## config.mk

```make
export PLATFORM = sky130hd
export DESIGN_NAME = mapped_spi_flash
export DESIGN_NICKNAME = d
export VERILOG_FILES = /design/src/rtl/spi_flash_pkg.sv /design/src/rtl/spi_sclk_gen.sv /design/src/rtl/mapped_spi_flash.sv
export SDC_FILE = /design/constraint.sdc
export NUM_CORES = 1
export LEC_CHECK = 0
export ABC_AREA = 1
export BUFFER_PORTS_ARGS = -buffer_cell sky130_fd_sc_hd__buf_4
export CELL_PAD_IN_SITES_DETAIL_PLACEMENT = 0
export CELL_PAD_IN_SITES_GLOBAL_PLACEMENT = 1
export CORE_MARGIN = 5
export CORE_UTILIZATION = 42
export CTS_CLUSTER_SIZE = 40
export DETAILED_ROUTE_END_ITERATION = 16
export GPL_TIMING_DRIVEN = 0
export PLACE_DENSITY_LB_ADDON = 0.1
export SLEW_MARGIN = 15
export SYNTH_ARGS = -nofsm -noshare
export SYNTH_HDL_FRONTEND = slang
export SYNTH_SLANG_ARGS = --single-unit
export TNS_END_PERCENT = 20
```

## constraint.sdc

```tcl
create_clock -name clk -period 1.9 [get_ports clk]
set_input_delay 0.285 -clock clk [delete_from_list [all_inputs] [get_ports clk]]
set_output_delay 0.285 -clock clk [all_outputs]
set_load 0.005 [all_outputs]
```

## src/rtl/spi_flash_pkg.sv

```systemverilog
// Shared types and constants for the memory-mapped SPI NOR flash read port.
// SPI_FLASH_FAST_READ_EN selects FAST_READ (0x0B + 8 dummy clocks) instead of READ (0x03).
package spi_flash_pkg;

  typedef enum logic [1:0] {
    IDLE,
    START,
    SHIFT,
    DONE
  } state_t;

  localparam logic [7:0] CMD_READ      = 8'h03;
  localparam logic [7:0] CMD_FAST_READ = 8'h0B;

  localparam int unsigned CMD_BITS   = 8;
  localparam int unsigned ADDR_BITS  = 24;
  localparam int unsigned DATA_BITS  = 32;
  localparam int unsigned DUMMY_BITS = 8;
  localparam int unsigned BIT_CNT_W  = 7;

`ifdef SPI_FLASH_FAST_READ_EN
  localparam logic [7:0]  READ_OPCODE = CMD_FAST_READ;
  localparam int unsigned LEAD_BITS   = CMD_BITS + ADDR_BITS + DUMMY_BITS;
`else
  localparam logic [7:0]  READ_OPCODE = CMD_READ;
  localparam int unsigned LEAD_BITS   = CMD_BITS + ADDR_BITS;
`endif

  // Bits clocked before the first data bit, plus the 32 data bits.
  localparam int unsigned TOTAL_BITS = LEAD_BITS + DATA_BITS;

  // Flash returns the lowest-addressed byte first; the bus wants it in bits [7:0].
  function automatic logic [31:0] swapBytes(input logic [31:0] w);
    return {w[7:0], w[15:8], w[23:16], w[31:24]};
  endfunction

endpackage

```

## src/rtl/spi_sclk_gen.sv

```systemverilog
// SPI mode-0 clock prescaler: spi_clk level plus one-cycle rise/fall strobes.
// Runs only while enabled; held low with a cleared divider otherwise.
module spi_sclk_gen
  import spi_flash_pkg::*;
#(
  parameter int unsigned SCLK_DIV = 1
) (
  input  logic clk,
  input  logic reset,
  input  logic enable,
  output logic sclk,
  output logic riseStb_c,
  output logic fallStb_c
);

  localparam int unsigned DIV_W = (SCLK_DIV > 1) ? $clog2(SCLK_DIV) : 1;

  logic [DIV_W-1:0] divCnt;
  logic             lastTick_c;

  // The strobes mark the clk edge on which spi_clk toggles.
  assign lastTick_c = enable && (divCnt == DIV_W'(SCLK_DIV - 1));
  assign riseStb_c  = lastTick_c && !sclk;
  assign fallStb_c  = lastTick_c && sclk;

  always_ff @(posedge clk) begin
    if (reset || !enable) begin
      divCnt <= '0;
      sclk   <= 1'b0;
    end else if (lastTick_c) begin
      divCnt <= '0;
      sclk   <= ~sclk;
    end else begin
      divCnt <= divCnt + 1'b1;
    end
  end

endmodule

```

## src/rtl/mapped_spi_flash.sv

```systemverilog
// Memory-mapped single-lane SPI NOR flash reader: one strobe fetches one 32-bit word.
// Build option SPI_FLASH_FAST_READ_EN switches to FAST_READ with a dummy byte.
module mapped_spi_flash
  import spi_flash_pkg::*;
#(
  parameter int unsigned ADDR_WIDTH = 24,
  parameter int unsigned SCLK_DIV   = 1
) (
  input  logic                  clk,
  input  logic                  reset,
  input  logic                  rstrb,
  input  logic [ADDR_WIDTH-1:0] addr,
  output logic [31:0]           rdata,
  output logic                  rbusy,
  output logic                  spi_cs_n,
  output logic                  spi_clk,
  output logic                  spi_mosi,
  input  logic                  spi_miso
);

  localparam int unsigned TX_W = CMD_BITS + ADDR_BITS;

  state_t                 state;
  logic [TX_W-1:0]        txShift;
  logic [DATA_BITS-1:0]   rxShift;
  logic [BIT_CNT_W-1:0]   bitCnt;
  logic [ADDR_BITS-1:0]   flashAddr_c;
  logic                   riseStb_c;
  logic                   fallStb_c;
  logic                   lastBit_c;
  logic                   inData_c;

  // Word-aligned 24-bit flash address, zero-extended from the bus address.
  assign flashAddr_c = ADDR_BITS'(addr) & ~ADDR_BITS'(3);
  assign lastBit_c   = (bitCnt == BIT_CNT_W'(TOTAL_BITS - 1));
  assign inData_c    = (bitCnt >= BIT_CNT_W'(LEAD_BITS));

  spi_sclk_gen #(
    .SCLK_DIV (SCLK_DIV)
  ) sclkGen (
    .clk       (clk),
    .reset     (reset),
    .enable    (state == SHIFT),
    .sclk      (spi_clk),
    .riseStb_c (riseStb_c),
    .fallStb_c (fallStb_c)
  );

  always_ff @(posedge clk) begin
    if (reset) begin
      state    <= IDLE;
      rbusy    <= 1'b0;
      spi_cs_n <= 1'b1;
      spi_mosi <= 1'b0;
      rdata    <= '0;
      txShift  <= '0;
      rxShift  <= '0;
      bitCnt   <= '0;
    end else begin
      case (state)
        // DONE accepts a new strobe exactly like IDLE.
        IDLE, DONE: begin
          spi_cs_n <= 1'b1;
          spi_mosi <= 1'b0;
          rbusy    <= 1'b0;
          bitCnt   <= '0;
          state    <= IDLE;
          if (rstrb) begin
            txShift <= {READ_OPCODE, flashAddr_c};
            rbusy   <= 1'b1;
            state   <= START;
          end
        end

        // Present the first MOSI bit together with chip select.
        START: begin
          spi_cs_n <= 1'b0;
          spi_mosi <= txShift[TX_W-1];
          txShift  <= {txShift[TX_W-2:0], 1'b0};
          state    <= SHIFT;
        end

        SHIFT: begin
          if (riseStb_c && inData_c) begin
            rxShift <= {rxShift[DATA_BITS-2:0], spi_miso};
          end
          if (fallStb_c) begin
            if (lastBit_c) begin
              state    <= DONE;
              spi_cs_n <= 1'b1;
              spi_mosi <= 1'b0;
              rbusy    <= 1'b0;
              rdata    <= swapBytes(rxShift);
            end else begin
              // Zeros shifted in keep MOSI low through dummy and data bits.
              bitCnt   <= bitCnt + 1'b1;
              spi_mosi <= txShift[TX_W-1];
              txShift  <= {txShift[TX_W-2:0], 1'b0};
            end
          end
        end

        default: state <= IDLE;
      endcase
    end
  end

endmodule

```

==> results.json <==
{
  "ys_types": 31,
  "dpl_cell_area_sq_um": 5340,
  "run_status": "finished, final reports clean",
  "synth_cells": 631,
  "holdCritPathClass": "input port to register",
  "synth_top_cells_by_count": "157 x nor2_1, 108 x dfxtp_1, 68 x o21ai_0",
  "hold_crit_start": "reset",
  "die_h_um": 116,
  "timing.slew.headroom_pct": 56.6,
  "cts_buf_count": 9,
  "clkLatencyLatePin_ps": 350,
  "post-route-worst-setup-slack_ps": 141,
  "critical_path_class": "register to register",
  "post_synth_main_area_contributors": "dfxtp_1 46%, nor2_1 13%, o21ai_0 7.2%",
  "yosysTopAreaCell": "dfxtp_1",
  "cts_sinks": 108,
  "synth-warning-count": 0,
  "timing.critical_path.arrival_ps": 2000,
  "timing.critical_path.slowest_stage_cell": "dfxtp_1",
  "max_cap_viol_count": 0,
  "cts_buffer_depth": 2,
  "setup_violations": 0,
  "routed_wirelength_um": 10700,
  "diodes": 0,
  "r2r.worst_path.cells": 10,
  "synth_enable_flop_cells": 0,
  "dp_worst_setup_slack_ps": 96.8,
  "timing.fmax_mhz": 568,
  "initial_core_util_pct": 43.0,
  "p_int_mw": 4.19,
  "worstSetupStartpoint": "state[0]",
  "p_total_mw": 6.24,
  "ys_ff_latch": 108,
  "gr-total-overflow": 0,
  "fillers": 1114,
  "grt.total_usage_pct": 17.2,
  "top_flip_flop_cell_by_instance_count_after_synthesis": "dfxtp_1",
  "cell_area_after_synthesis_sq_um": 4710,
  "floorplan.io_pins": 64,
  "htree_levels": 3,
  "routed_wire_length_per_instance_um": 12.7,
  "design_area_sq_um": 5650,
  "layout-area-overhead-vs-synth_pct": 20.0,
  "postSynthAreaPerCell_sq_um": 7.46,
  "report.final.hold_viol_count": 0,
  "reg2reg_from": "state[0]",
  "grt_start_max_net_pins": 18,
  "required_time_of_the_critical_path_ps": 2140,
  "asr_flop_ratio_synth_pct": 0,
  "cellPowerDensity_nw_per_um2": 1110,
  "p_sw_mw": 2.05,
  "p_comb_share_pct": 28.2,
  "first_global_vias": 3865,
  "drt_via_density": 4.71,
  "share_of_final_layout_standard_cells_stronger_than_drive_strength_1_pct": 21.8,
  "post_cts_hold_buffer_count": 0,
  "switching_share_pct": 32.8,
  "core_outline_area_sq_um": 10900,
  "cp-start-kind": "register",
  "num_rows": 38,
  "critical_path.endpoint_type": "register",
  "antenna_found_initial": 0,
  "timing.final.crit_period_ps": 1760,
  "clk_transition_reported_paths_ps": 70,
  "vias": 3995,
  "mapped_nets": 662,
  "tightest_slew_ps": 651,
  "final.setup_skew_ps": 10.6,
  "rsz0062_at_grt": "true",
  "finalNetCount": 734,
  "leakage_nw": 2.70,
  "finalWeightedCongestion": 0.755,
  "pwr-share-clk_pct": 30.1,
  "place_hpwl_um": 7450,
  "yosys.cell_count.top_type": "nor2_1",
  "grt_first_pass_wirelength_um": 18400,
  "synth_top_area_share_pct": 45.9,
  "critical_path_cell_count": 10,
  "numPortBuffers": 61,
  "seq_area_frac_synth_pct": 45.9,
  "cp_cell_sequence": "inv_1 -> ha_1 -> buf_4 -> inv_2 -> or2_0 -> buf_2 -> nand3_4 -> buf_8 -> a21oi_1 -> nor2_1",
  "cp_top_family": "buffers and inverters",
  "total_die_area_sq_um": 13400,
  "floorplan.die.width_um": 116,
  "ratio_of_final_minimum_period_to_clock_period_pct": 92.6,
  "tritoncts": "built",
  "min_delay_path_depth": 2,
  "route.antenna.remaining_nets": 0,
  "critical_path.max_fanout": 10,
  "buffer_and_inverter_count_on_the_worst_path": 5,
  "cpPeakStageDelay_ps": 350,
  "finalSetupTns_ps": 0,
  "drt_drc_violations_left": 0,
  "drt-initial-drc-count": 224,
  "clock_tree_root_driver_cell": "clkbuf_16",
  "ir_drop_mv": 0.543,
  "firstDrtPassIters": 4,
  "final_core_utilization_pct": 51.6,
  "reg_power_share_pct": 41.7,
  "finalMaxSlewViolations": 0
}
layout make-up:
cell class              instances  area [sq um]  area share (%)
clock buffers                  12           267            4.72
clock inverters                 4          31.3           0.554
multi-input cells             422          2040            36.1
flip-flops and latches        108          2160            38.3
plain buffers                  38           277            4.90
inverters                      63           239            4.23
repair buffers                 61           458            8.11
well taps                     140           175            3.10
logic make-up after synthesis:
kind of cell | Yosys count | share of synthesized area (%)
simple gates | 308 | 30.0
compound gates | 110 | 12.4
flops | 108 | 45.9
buf+inv | 101 | 10.8
fa+ha+maj | 3 | 0.798
other cells | 1 | 0.0797
power by group through the flow:
| stage | Clock (mW) | Combinational [mW] | Sequential [mW] |
|---|---|---|---|
| 6_report | 1.88 | 1.76 | 2.60 |
| 4_1_cts | 1.92 | 1.76 | 2.60 |
| 2_1_floorplan | 0 | 1.38 | 2.63 |
| 3_5_place_dp | 0 | 1.75 | 2.65 |
| 3_3_place_gp | 0 | 1.74 | 2.64 |
| 5_1_grt | 2.04 | 2.04 | 2.62 |
stage by stage:
step / cells / hold WS, ps
floorplan: 631 / 354
detailed placement: 832 / 456
global route: 848 / 151
global placement: 832 / 454
CTS: 848 / 148
finish: 848 / 161
final timing paths:
check / end / slack, ps
worst max-delay path: txShift[2] / 140
worst min-delay path: bitCnt[1] / 160
worst max register to register: txShift[2] / 140
worst min register to register: rbusy / 470
timing repair:
item,in CTS,in global routing
hold endpoints to repair,0,0
gates resized for setup,0,6
endpoints found under the setup margin,0,23
buffers inserted,0,0
layout by cell type (no fill, tap or decap):
| cell type | count |
|---|---|
| nor3_1 | 1 |
| nand2_2 | 8 |
| buf_2 | 6 |
| nor3b_1 | 1 |
| clkinv_4 | 2 |
| inv_4 | 1 |
| a21oi_1 | 30 |
| nand2_4 | 4 |
| o21ai_0 | 68 |
| clkbuf_8 | 3 |
| nor2_1 | 157 |
| buf_6 | 14 |
| nand4_1 | 8 |
| nor4_1 | 1 |
| ha_1 | 3 |
| nor2_4 | 2 |
| clkbuf_16 | 9 |
| buf_4 | 62 |
| inv_6 | 1 |
| clkinv_2 | 1 |
| dfxtp_1 | 108 |
| nand3_1 | 30 |
| inv_1 | 61 |
| nor2_2 | 22 |
| or2_0 | 1 |
| buf_8 | 1 |
| o21ai_1 | 3 |
| inv_2 | 1 |
| nand3_4 | 3 |
| conb_1 | 1 |
| clkbuf_4 | 1 |
| nand3_2 | 2 |
| nor2_8 | 1 |
| clkbuf_2 | 2 |
| a21oi_2 | 6 |
| nand2_1 | 67 |
| o21ai_2 | 2 |
| clkbuf_1 | 13 |
| o211ai_1 | 1 |
flip-flops by register name, indices dropped and copies added (netlist names):
| name | count |
|---|---|
| sclkGen.sclk | 1 |
| bitCnt | 7 |
| rbusy | 1 |
| rdata | 32 |
| state | 2 |
| spi_cs_n | 1 |
| spi_mosi | 1 |
| txShift | 30 |
| sclkGen.divCnt | 1 |
| rxShift | 32 |
routing by layer:
metal  wire (um)  global-route usage (%)  vias to the layer above
li1            -                       -                     2130
met1        5390                    23.2                     1788
met2        4740                    27.3                       71
met3         517                    2.98                        6
met4          92                    6.96                        0
met5           0                       0                        -
Note: power is estimated with default switching activity, not from simulation.
